## src/rtl/oh_xor_pkg.sv

```systemverilog
// Shared types and tree-sizing helpers for the oh_xor_reduce parity/checksum engine.
// Each tree level folds up to four lanes into one, so the depth is ceil(log4(N)).
package oh_xor_pkg;

    typedef enum logic {
        MODE_BEAT = 1'b0,
        MODE_ACC  = 1'b1
    } xor_mode_e;

    // Sideband that travels alongside the data through every tree level.
    typedef struct packed {
        logic      valid;
        xor_mode_e mode;
        logic      last;
    } beat_side_t;

    function automatic int unsigned xor_levels(input int unsigned n);
        int unsigned lv   = 1;
        int unsigned span = 4;
        while (span < n) begin
            span = span * 4;
            lv++;
        end
        return lv;
    endfunction

    // Lane count entering tree level lvl (level 0 sees all n input lanes).
    function automatic int unsigned lanes_at(input int unsigned n, input int unsigned lvl);
        int unsigned w = n;
        for (int unsigned i = 0; i < lvl; i++) begin
            w = (w + 3) / 4;
        end
        return w;
    endfunction

endpackage

```

## src/rtl/oh_xor_stage.sv

```systemverilog
// One level of the XOR reduction tree: ceil(NIN/4) four-input XOR groups, optionally
// registered together with the beat sideband; the register holds while the pipe is stalled.
module oh_xor_stage
    import oh_xor_pkg::*;
#(
    parameter int unsigned NIN  = 8,
    parameter int unsigned DW   = 8,
    parameter bit          REG  = 1'b1,
    parameter              PROP = "DEFAULT"
) (
    input  logic                         clk,
    input  logic                         nreset,
    input  logic                         clear,
    input  logic                         stall,
    input  logic [NIN*DW-1:0]            in_data,
    input  beat_side_t                   in_side,
    output logic [((NIN+3)/4)*DW-1:0]    out_data,
    output beat_side_t                   out_side
);

    localparam int unsigned NOUT = (NIN + 3) / 4;

    logic [NOUT*4*DW-1:0] pad_data;
    logic [NOUT*DW-1:0]   xor_data;

    // Pad lanes are constant zero, so their XOR inputs simplify away.
    assign pad_data = (NOUT*4*DW)'(in_data);

    for (genvar g = 0; g < NOUT; g++) begin : g_grp
        logic [DW-1:0] a, b, c, d;

        assign a = pad_data[(4*g+0)*DW +: DW];
        assign b = pad_data[(4*g+1)*DW +: DW];
        assign c = pad_data[(4*g+2)*DW +: DW];
        assign d = pad_data[(4*g+3)*DW +: DW];

        if (PROP == "DEFAULT") begin : g_flat
            assign xor_data[g*DW +: DW] = a ^ b ^ c ^ d;
        end else begin : g_paired
            logic [DW-1:0] ab, cd;
            assign ab = a ^ b;
            assign cd = c ^ d;
            assign xor_data[g*DW +: DW] = ab ^ cd;
        end
    end

    if (REG) begin : g_reg
        logic [NOUT*DW-1:0] data_d, data_q;
        beat_side_t         side_d, side_q;

        always_comb begin
            data_d = data_q;
            side_d = side_q;
            if (clear) begin
                side_d = '0;
            end else if (!stall) begin
                data_d = xor_data;
                side_d = in_side;
            end
        end

        always_ff @(posedge clk or negedge nreset) begin
            if (!nreset) begin
                data_q <= '0;
                side_q <= '0;
            end else begin
                data_q <= data_d;
                side_q <= side_d;
            end
        end

        assign out_data = data_q;
        assign out_side = side_q;
    end else begin : g_comb
        logic unused_ctrl;
        assign unused_ctrl = ^{clk, nreset, clear, stall};
        assign out_data    = xor_data;
        assign out_side    = in_side;
    end

endmodule

```

## src/rtl/oh_xor_reduce.sv

```systemverilog
// Pipelined, handshaked N-lane x DW-bit XOR reduction with per-beat and packet-accumulate modes.
// The last tree level feeds the accumulator/output register directly, so PIPE=1 gives L=LEVELS.
module oh_xor_reduce
    import oh_xor_pkg::*;
#(
    parameter int unsigned N    = 8,
    parameter int unsigned DW   = 8,
    parameter int unsigned PIPE = 1,
    parameter              PROP = "DEFAULT"
) (
    input  logic          clk,
    input  logic          nreset,
    input  logic          clear,
    input  logic          in_valid,
    output logic          in_ready,
    input  logic [N*DW-1:0] in_data,
    input  logic          in_mode,
    input  logic          in_last,
    output logic          out_valid,
    input  logic          out_ready,
    output logic [DW-1:0] out_data,
    output logic          out_parity
);

    localparam int unsigned LEVELS = xor_levels(N);

    logic          live_d, live_q;
    logic          stall;
    logic          accept;
    beat_side_t    src_side;
    logic [DW-1:0] fin_data;
    beat_side_t    fin_side;

    logic          out_valid_d, out_valid_q;
    logic [DW-1:0] out_data_d,  out_data_q;
    logic [DW-1:0] acc_d,       acc_q;

    // live_q keeps in_ready low during reset and for the edge that releases it.
    assign live_d   = 1'b1;
    assign stall    = out_valid_q & ~out_ready;
    assign in_ready = live_q & ~stall & ~clear;
    assign accept   = in_valid & in_ready;

    assign src_side = '{valid: accept, mode: xor_mode_e'(in_mode), last: in_last};

    for (genvar k = 0; k < LEVELS; k++) begin : g_lvl
        localparam int unsigned NIN  = lanes_at(N, k);
        localparam int unsigned NOUT = (NIN + 3) / 4;

        logic [NIN*DW-1:0]  sin_data;
        beat_side_t         sin_side;
        logic [NOUT*DW-1:0] sout_data;
        beat_side_t         sout_side;

        if (k == 0) begin : g_src
            assign sin_data = in_data;
            assign sin_side = src_side;
        end else begin : g_chain
            assign sin_data = g_lvl[k-1].sout_data;
            assign sin_side = g_lvl[k-1].sout_side;
        end

        oh_xor_stage #(
            .NIN  (NIN),
            .DW   (DW),
            .REG  (PIPE != 0 && (k + 1) < LEVELS),
            .PROP (PROP)
        ) u_stage (
            .clk      (clk),
            .nreset   (nreset),
            .clear    (clear),
            .stall    (stall),
            .in_data  (sin_data),
            .in_side  (sin_side),
            .out_data (sout_data),
            .out_side (sout_side)
        );
    end

    assign fin_data = g_lvl[LEVELS-1].sout_data;
    assign fin_side = g_lvl[LEVELS-1].sout_side;

    // Final stage: mode-0 beats bypass the accumulator, so an open packet survives them.
    always_comb begin
        out_valid_d = out_valid_q;
        out_data_d  = out_data_q;
        acc_d       = acc_q;
        if (clear) begin
            out_valid_d = 1'b0;
            acc_d       = '0;
        end else if (!stall) begin
            out_valid_d = 1'b0;
            if (fin_side.valid) begin
                if (fin_side.mode == MODE_BEAT) begin
                    out_valid_d = 1'b1;
                    out_data_d  = fin_data;
                end else if (fin_side.last) begin
                    out_valid_d = 1'b1;
                    out_data_d  = acc_q ^ fin_data;
                    acc_d       = '0;
                end else begin
                    acc_d = acc_q ^ fin_data;
                end
            end
        end
    end

    always_ff @(posedge clk or negedge nreset) begin
        if (!nreset) begin
            live_q      <= 1'b0;
            out_valid_q <= 1'b0;
            out_data_q  <= '0;
            acc_q       <= '0;
        end else begin
            live_q      <= live_d;
            out_valid_q <= out_valid_d;
            out_data_q  <= out_data_d;
            acc_q       <= acc_d;
        end
    end

    assign out_valid  = out_valid_q;
    assign out_data   = out_data_q;
    assign out_parity = ^out_data_q;

endmodule

```

## config.mk

```make
export PLATFORM = sky130hd
export DESIGN_NAME = oh_xor_reduce
export DESIGN_NICKNAME = d
export VERILOG_FILES = /design/src/rtl/oh_xor_pkg.sv /design/src/rtl/oh_xor_stage.sv /design/src/rtl/oh_xor_reduce.sv
export SDC_FILE = /design/constraint.sdc
export NUM_CORES = 1
export LEC_CHECK = 0
export CAP_MARGIN = 20
export CORE_ASPECT_RATIO = 0.7
export CORE_MARGIN = 1
export CORE_UTILIZATION = 30
export CTS_BUF_LIST = sky130_fd_sc_hd__clkbuf_4 sky130_fd_sc_hd__clkbuf_8 sky130_fd_sc_hd__clkbuf_16
export DETAILED_ROUTE_END_ITERATION = 8
export GPL_ROUTABILITY_DRIVEN = 0
export GPL_TIMING_DRIVEN = 0
export PLACE_DENSITY_LB_ADDON = 0.15
export SKIP_CTS_REPAIR_TIMING = 1
export SLEW_MARGIN = 20
export SYNTH_ARGS = -nofsm -noshare
export SYNTH_HDL_FRONTEND = slang
export SYNTH_SLANG_ARGS = --single-unit
export TNS_END_PERCENT = 100
```

## constraint.sdc

```tcl
create_clock -name clk -period 1.9 [get_ports clk]
set_input_delay 0.19 -clock clk [delete_from_list [all_inputs] [get_ports clk]]
set_output_delay 0.19 -clock clk [all_outputs]
set_load 0.03 [all_outputs]
```

### After elaboration in Yosys (flattened, before gate mapping)

Cells that the tools add are included.
Widths: inputs -> output; s select.

* equal/unequal tests: 2
* mux-type cells: 14
* bitwise logic cells: 15
* reductions and logical operators: 6

Operators by type and width (number)
* $xor 8x8->8: 8
* $mux 8: 7
* $reduce_xor 8->1: 1
* $mux 3: 2
* $mux 1: 5
* $and 1x1->1: 4
* $ne 2x2->1 const B: 2
* $reduce_and 4->1: 1
* $reduce_bool 2->1: 2
* $not 1->1: 3
* $reduce_and 3->1: 1
* $reduce_and 2->1: 1

* register bits: 37
* input bits: 71
* output and inout port bits: 11
* word-level logic and storage cells: 45

### Longest topological paths before layout

* depth in word-level cells: 8
* depth in mapped cells: 6
* depth with buffers taken out: 4

### Hierarchy

Synthesis repeated with hierarchy kept, for this count alone.

* cell total of the unflattened synthesis: 232
* area, all modules: 2352.3 sq um

Modules (own cells, without submodules)
* oh_xor_stage at g_lvl[0].u_stage: times used 1, cells an instance 110, area an instance 1196.1 sq um, seq. area each 475.5 sq um
* oh_xor_reduce: times used 1, cells an instance 111, area an instance 1063.5 sq um, seq. area each 450.4 sq um
* oh_xor_stage at g_lvl[1].u_stage: times used 1, cells an instance 11, area an instance 92.6 sq um, seq. area each 0.0 sq um

### Worst setup path after synthesis

OpenSTA, ideal clock, no wires.

* path kind: register -> register
* from: register out_valid_q, in the netlist out_valid
* to: register acc_q[0]
* library setup time: 0.064 ns
* arrival: 1.657 ns
* data required time: 1.836 ns
* slack: 0.180 ns
* stages on the path, launching flop included: 7
* buffers on the path: 2
* path through: dfrtp_1 -> nor2b_4 -> or4b_4 -> buf_6 -> buf_12 -> nor3_2 -> a21o_1

* longest elaborated chain between the ends: 3

Ends and longest elaborated chain
* from (decl): RTL line oh_xor_reduce.sv:34 `logic out_valid_d, out_valid_q;`
* from (signal assigned): RTL line oh_xor_reduce.sv:116 `out_valid_q <= out_valid_d;`
* $and 1x1->1: RTL line oh_xor_reduce.sv:40 `assign stall = out_valid_q & ~out_ready;`
* $ne 2x2->1 (no line)
* $reduce_and 3->1 (no line)
* to (signal assigned): RTL line oh_xor_reduce.sv:113 `acc_q <= '0;`
* to (signal assigned): RTL line oh_xor_reduce.sv:118 `acc_q <= acc_d;`
* to (decl): RTL line oh_xor_reduce.sv:36 `logic [DW-1:0] acc_d, acc_q;`

No other way between the ends.
A chain may end at the register's enable or synchronous reset.

### Worst setup path in the final report

* from: input port out_ready
* to: output port in_ready

* longest elaborated chain between the ends: 5

Ends and longest elaborated chain
* from (decl): RTL line oh_xor_reduce.sv:20 `input logic out_ready,`
* $not 1->1: RTL line oh_xor_reduce.sv:40
* $and 1x1->1: RTL line oh_xor_reduce.sv:40
* $not 1->1 (no line)
* $and 1x1->1 (2 in a row): RTL line oh_xor_reduce.sv:41 `assign in_ready = live_q & ~stall & ~clear;`
* to (decl): RTL line oh_xor_reduce.sv:15 `output logic in_ready,`

No other way between the ends.

==> results.json <==
{
  "ctsRootBufferMaster": "clkbuf_8",
  "cts_tree": "done",
  "status": "complete, no violations",
  "ys_ff_latch": 37,
  "synth.distinct_cells": 22,
  "hold_violations": 0,
  "grt_setup_unrepaired": "no",
  "layout.cells.non_filler": 398,
  "routed.top_layer": "met4",
  "cp-start-kind": "input pin",
  "setup_ws_ps": 132,
  "clock-sinks": 37,
  "r2r_slack_ps": 210,
  "post-dp-hpwl_um": 3530,
  "core.rowCount": 25,
  "ys_seq_area_frac": 0.422,
  "antenna_found_initial": 0,
  "cp_max_fo": 10,
  "power_density_nw_per_um2": 990,
  "num_io_pins": 82,
  "areaGrowthSynthToFinish_pct": 46.9,
  "end_kind": "output port",
  "slew_viol_final": 0,
  "pre_cts_ws_ps": -753,
  "grt_max_degree": 26,
  "drv_cap": 0,
  "hold_slack_ps": 351,
  "wl_per_cell_um": 10.9,
  "cts_made_buffers": 5,
  "clockBufferDepth": 2,
  "syn_area_um2": 2200,
  "ant_nets": 0,
  "grt_pass1_vias": 1539,
  "wl_met1_um": 2150,
  "setup_viol": 0,
  "synth_warnings": 0,
  "die_y_um": 73.6,
  "nets": 376,
  "cp.required_ps": 1710,
  "fin_total_pwr_mw": 3.19,
  "fin_crit_ps": 1770,
  "post-route-cell-area_um2": 3230,
  "coreArea_um2": 6910,
  "cp_data_arrival_time_ps": 1580,
  "routed_wl_um": 4330,
  "hold_path_class": "input pin to asynchronous set/reset pin",
  "portBuffers": 81,
  "clock_skew_ps": 6.44,
  "slew_headroom": 0.660,
  "fill_cells": 663,
  "syn_nets": 287,
  "worstMarginPinSlew_ps": 510,
  "insertion_delay_ps": 280,
  "num_vias": 1665,
  "htree_levels": 2,
  "path_class": "input pin to output port",
  "wl_met2_um": 1840,
  "fin_util": 0.467,
  "synth_cells": 216,
  "placed_area_um2": 3140,
  "dp_cells": 392,
  "track_usage": 0.122,
  "path_clk_slew_ps": 60,
  "grt_pass1_wl_um": 7260,
  "n_antenna_cell": 0,
  "fmax_mhz": 566,
  "drc": 0,
  "fin_crit_sh": 0.931,
  "initial_utilization": 0.318,
  "setup_tns_ps": 0,
  "avgSynthCellArea_um2": 10.2,
  "drt-pass1-iter-count": 4,
  "drive_gt1_frac": 0.118,
  "grt-ovfl-total": 0,
  "vias_per_cell": 4.18,
  "die_width_um": 104,
  "p_leak_nw": 1.31,
  "drt_iter0_drc": 23,
  "wl_met3_um": 320,
  "ir_drop_v": 0.00165,
  "dieArea_um2": 7670
}
## critical path: stages
cell	delay, ps
clkdlybuf4s50_1	520
nand2b_2	210
nand2b_2	130
clkbuf_4	230
nor2_1	100
clkbuf_2	210
## final timing paths
kind,start,to,cells after the start
max,out_ready,in_ready,6
min,nreset,g_lvl[0].u_stage.out_side[1],2
max reg2reg,out_valid,acc_q[4],6
min reg2reg,g_lvl[0].u_stage.out_data[5],g_lvl[0].u_stage.out_data[5],2
max in group asynchronous,nreset,acc_q[4],3
min in group clk,in_mode,g_lvl[0].u_stage.out_side[1],3
## layout make-up
type | count | area, µm² | area share
plain buffers | 6 | 50.0 | 0.0155
clock buffers | 5 | 68.8 | 0.0213
clock inverters | 1 | 5.00 | 0.00155
inverters | 9 | 33.8 | 0.0105
multi-input cells | 163 | 1190 | 0.369
flip-flops and latches | 37 | 926 | 0.287
well taps | 94 | 118 | 0.0365
repair buffers | 83 | 833 | 0.258
## metal layers
metal  GRT usage  vias to the layer above
li1            -                      869
met1       0.172                      739
met2       0.184                       55
met3      0.0346                        2
met4      0.0286                        0
met5           0                        -
## sequential cells by signal (all words and copies together) (netlist names)
register and cells:
out_data 8, out_valid 1, live_q 1, g_lvl.u_stage.out_side 3, acc_q 8, g_lvl.u_stage.out_data 16
## kinds of logic (layout without fill, tap and decap cells)
logic type / count (synthesis) / in the layout / share of synthesized area
AO/OA/AOI/OAI: 37 / 37 / 0.0986
XOR/XNOR: 71 / 71 / 0.283
buffers and inverters: 16 / 104 / 0.0382
flip-flops: 37 / 37 / 0.422
multiplexers: 8 / 8 / 0.0410
other: 1 / 1 / 0.00171
AND/OR/NAND/NOR: 46 / 46 / 0.116
## cells in the final DEF, fill, tap and decap left out, drive strengths merged
master         instances
conb                   1
mux2                   8
nand3                  1
a31o                   1
o21ai                 24
clkinv                 1
clkdlybuf4s50         78
nor3                   8
clkbuf                10
dlymetal6s2s           1
nand2                 30
dlygate4sd3            1
a21o                   8
a21oi                  4
nand2b                 3
dfrtp                 37
xnor2                 62
inv                    9
buf                    4
xor2                   9
or4b                   1
nor2                   2
nor2b                  1
## power breakdown
part           switching [mW]  internal, mW  leakage, nW
sequential              0.139         0.950        0.468
clock                   0.249         0.241       0.0399
combinational           0.794         0.820        0.805
total                    1.18          2.01         1.31
## cells in the mapped netlist
cell / number / area share
nand2_1: 30 / 0.051
dfrtp_1: 37 / 0.42
a21oi_1: 4 / 0.0091
nand3_1: 1 / 0.0023
mux2_2: 8 / 0.041
a21o_1: 8 / 0.027
nor3_2: 8 / 0.036
a31o_2: 1 / 0.0040
xor2_1: 9 / 0.036
nor2_1: 1 / 0.0017
clkbuf_1: 5 / 0.0085
conb_1: 1 / 0.0017
nor2_2: 1 / 0.0029
inv_1: 9 / 0.015
xnor2_1: 62 / 0.25
buf_6: 1 / 0.0051
o21ai_2: 2 / 0.0080
o21ai_0: 22 / 0.050
buf_12: 1 / 0.0091
nor2b_4: 1 / 0.0063
nand2b_1: 3 / 0.0085
or4b_4: 1 / 0.0063
(Power assumes the default switching activity.)
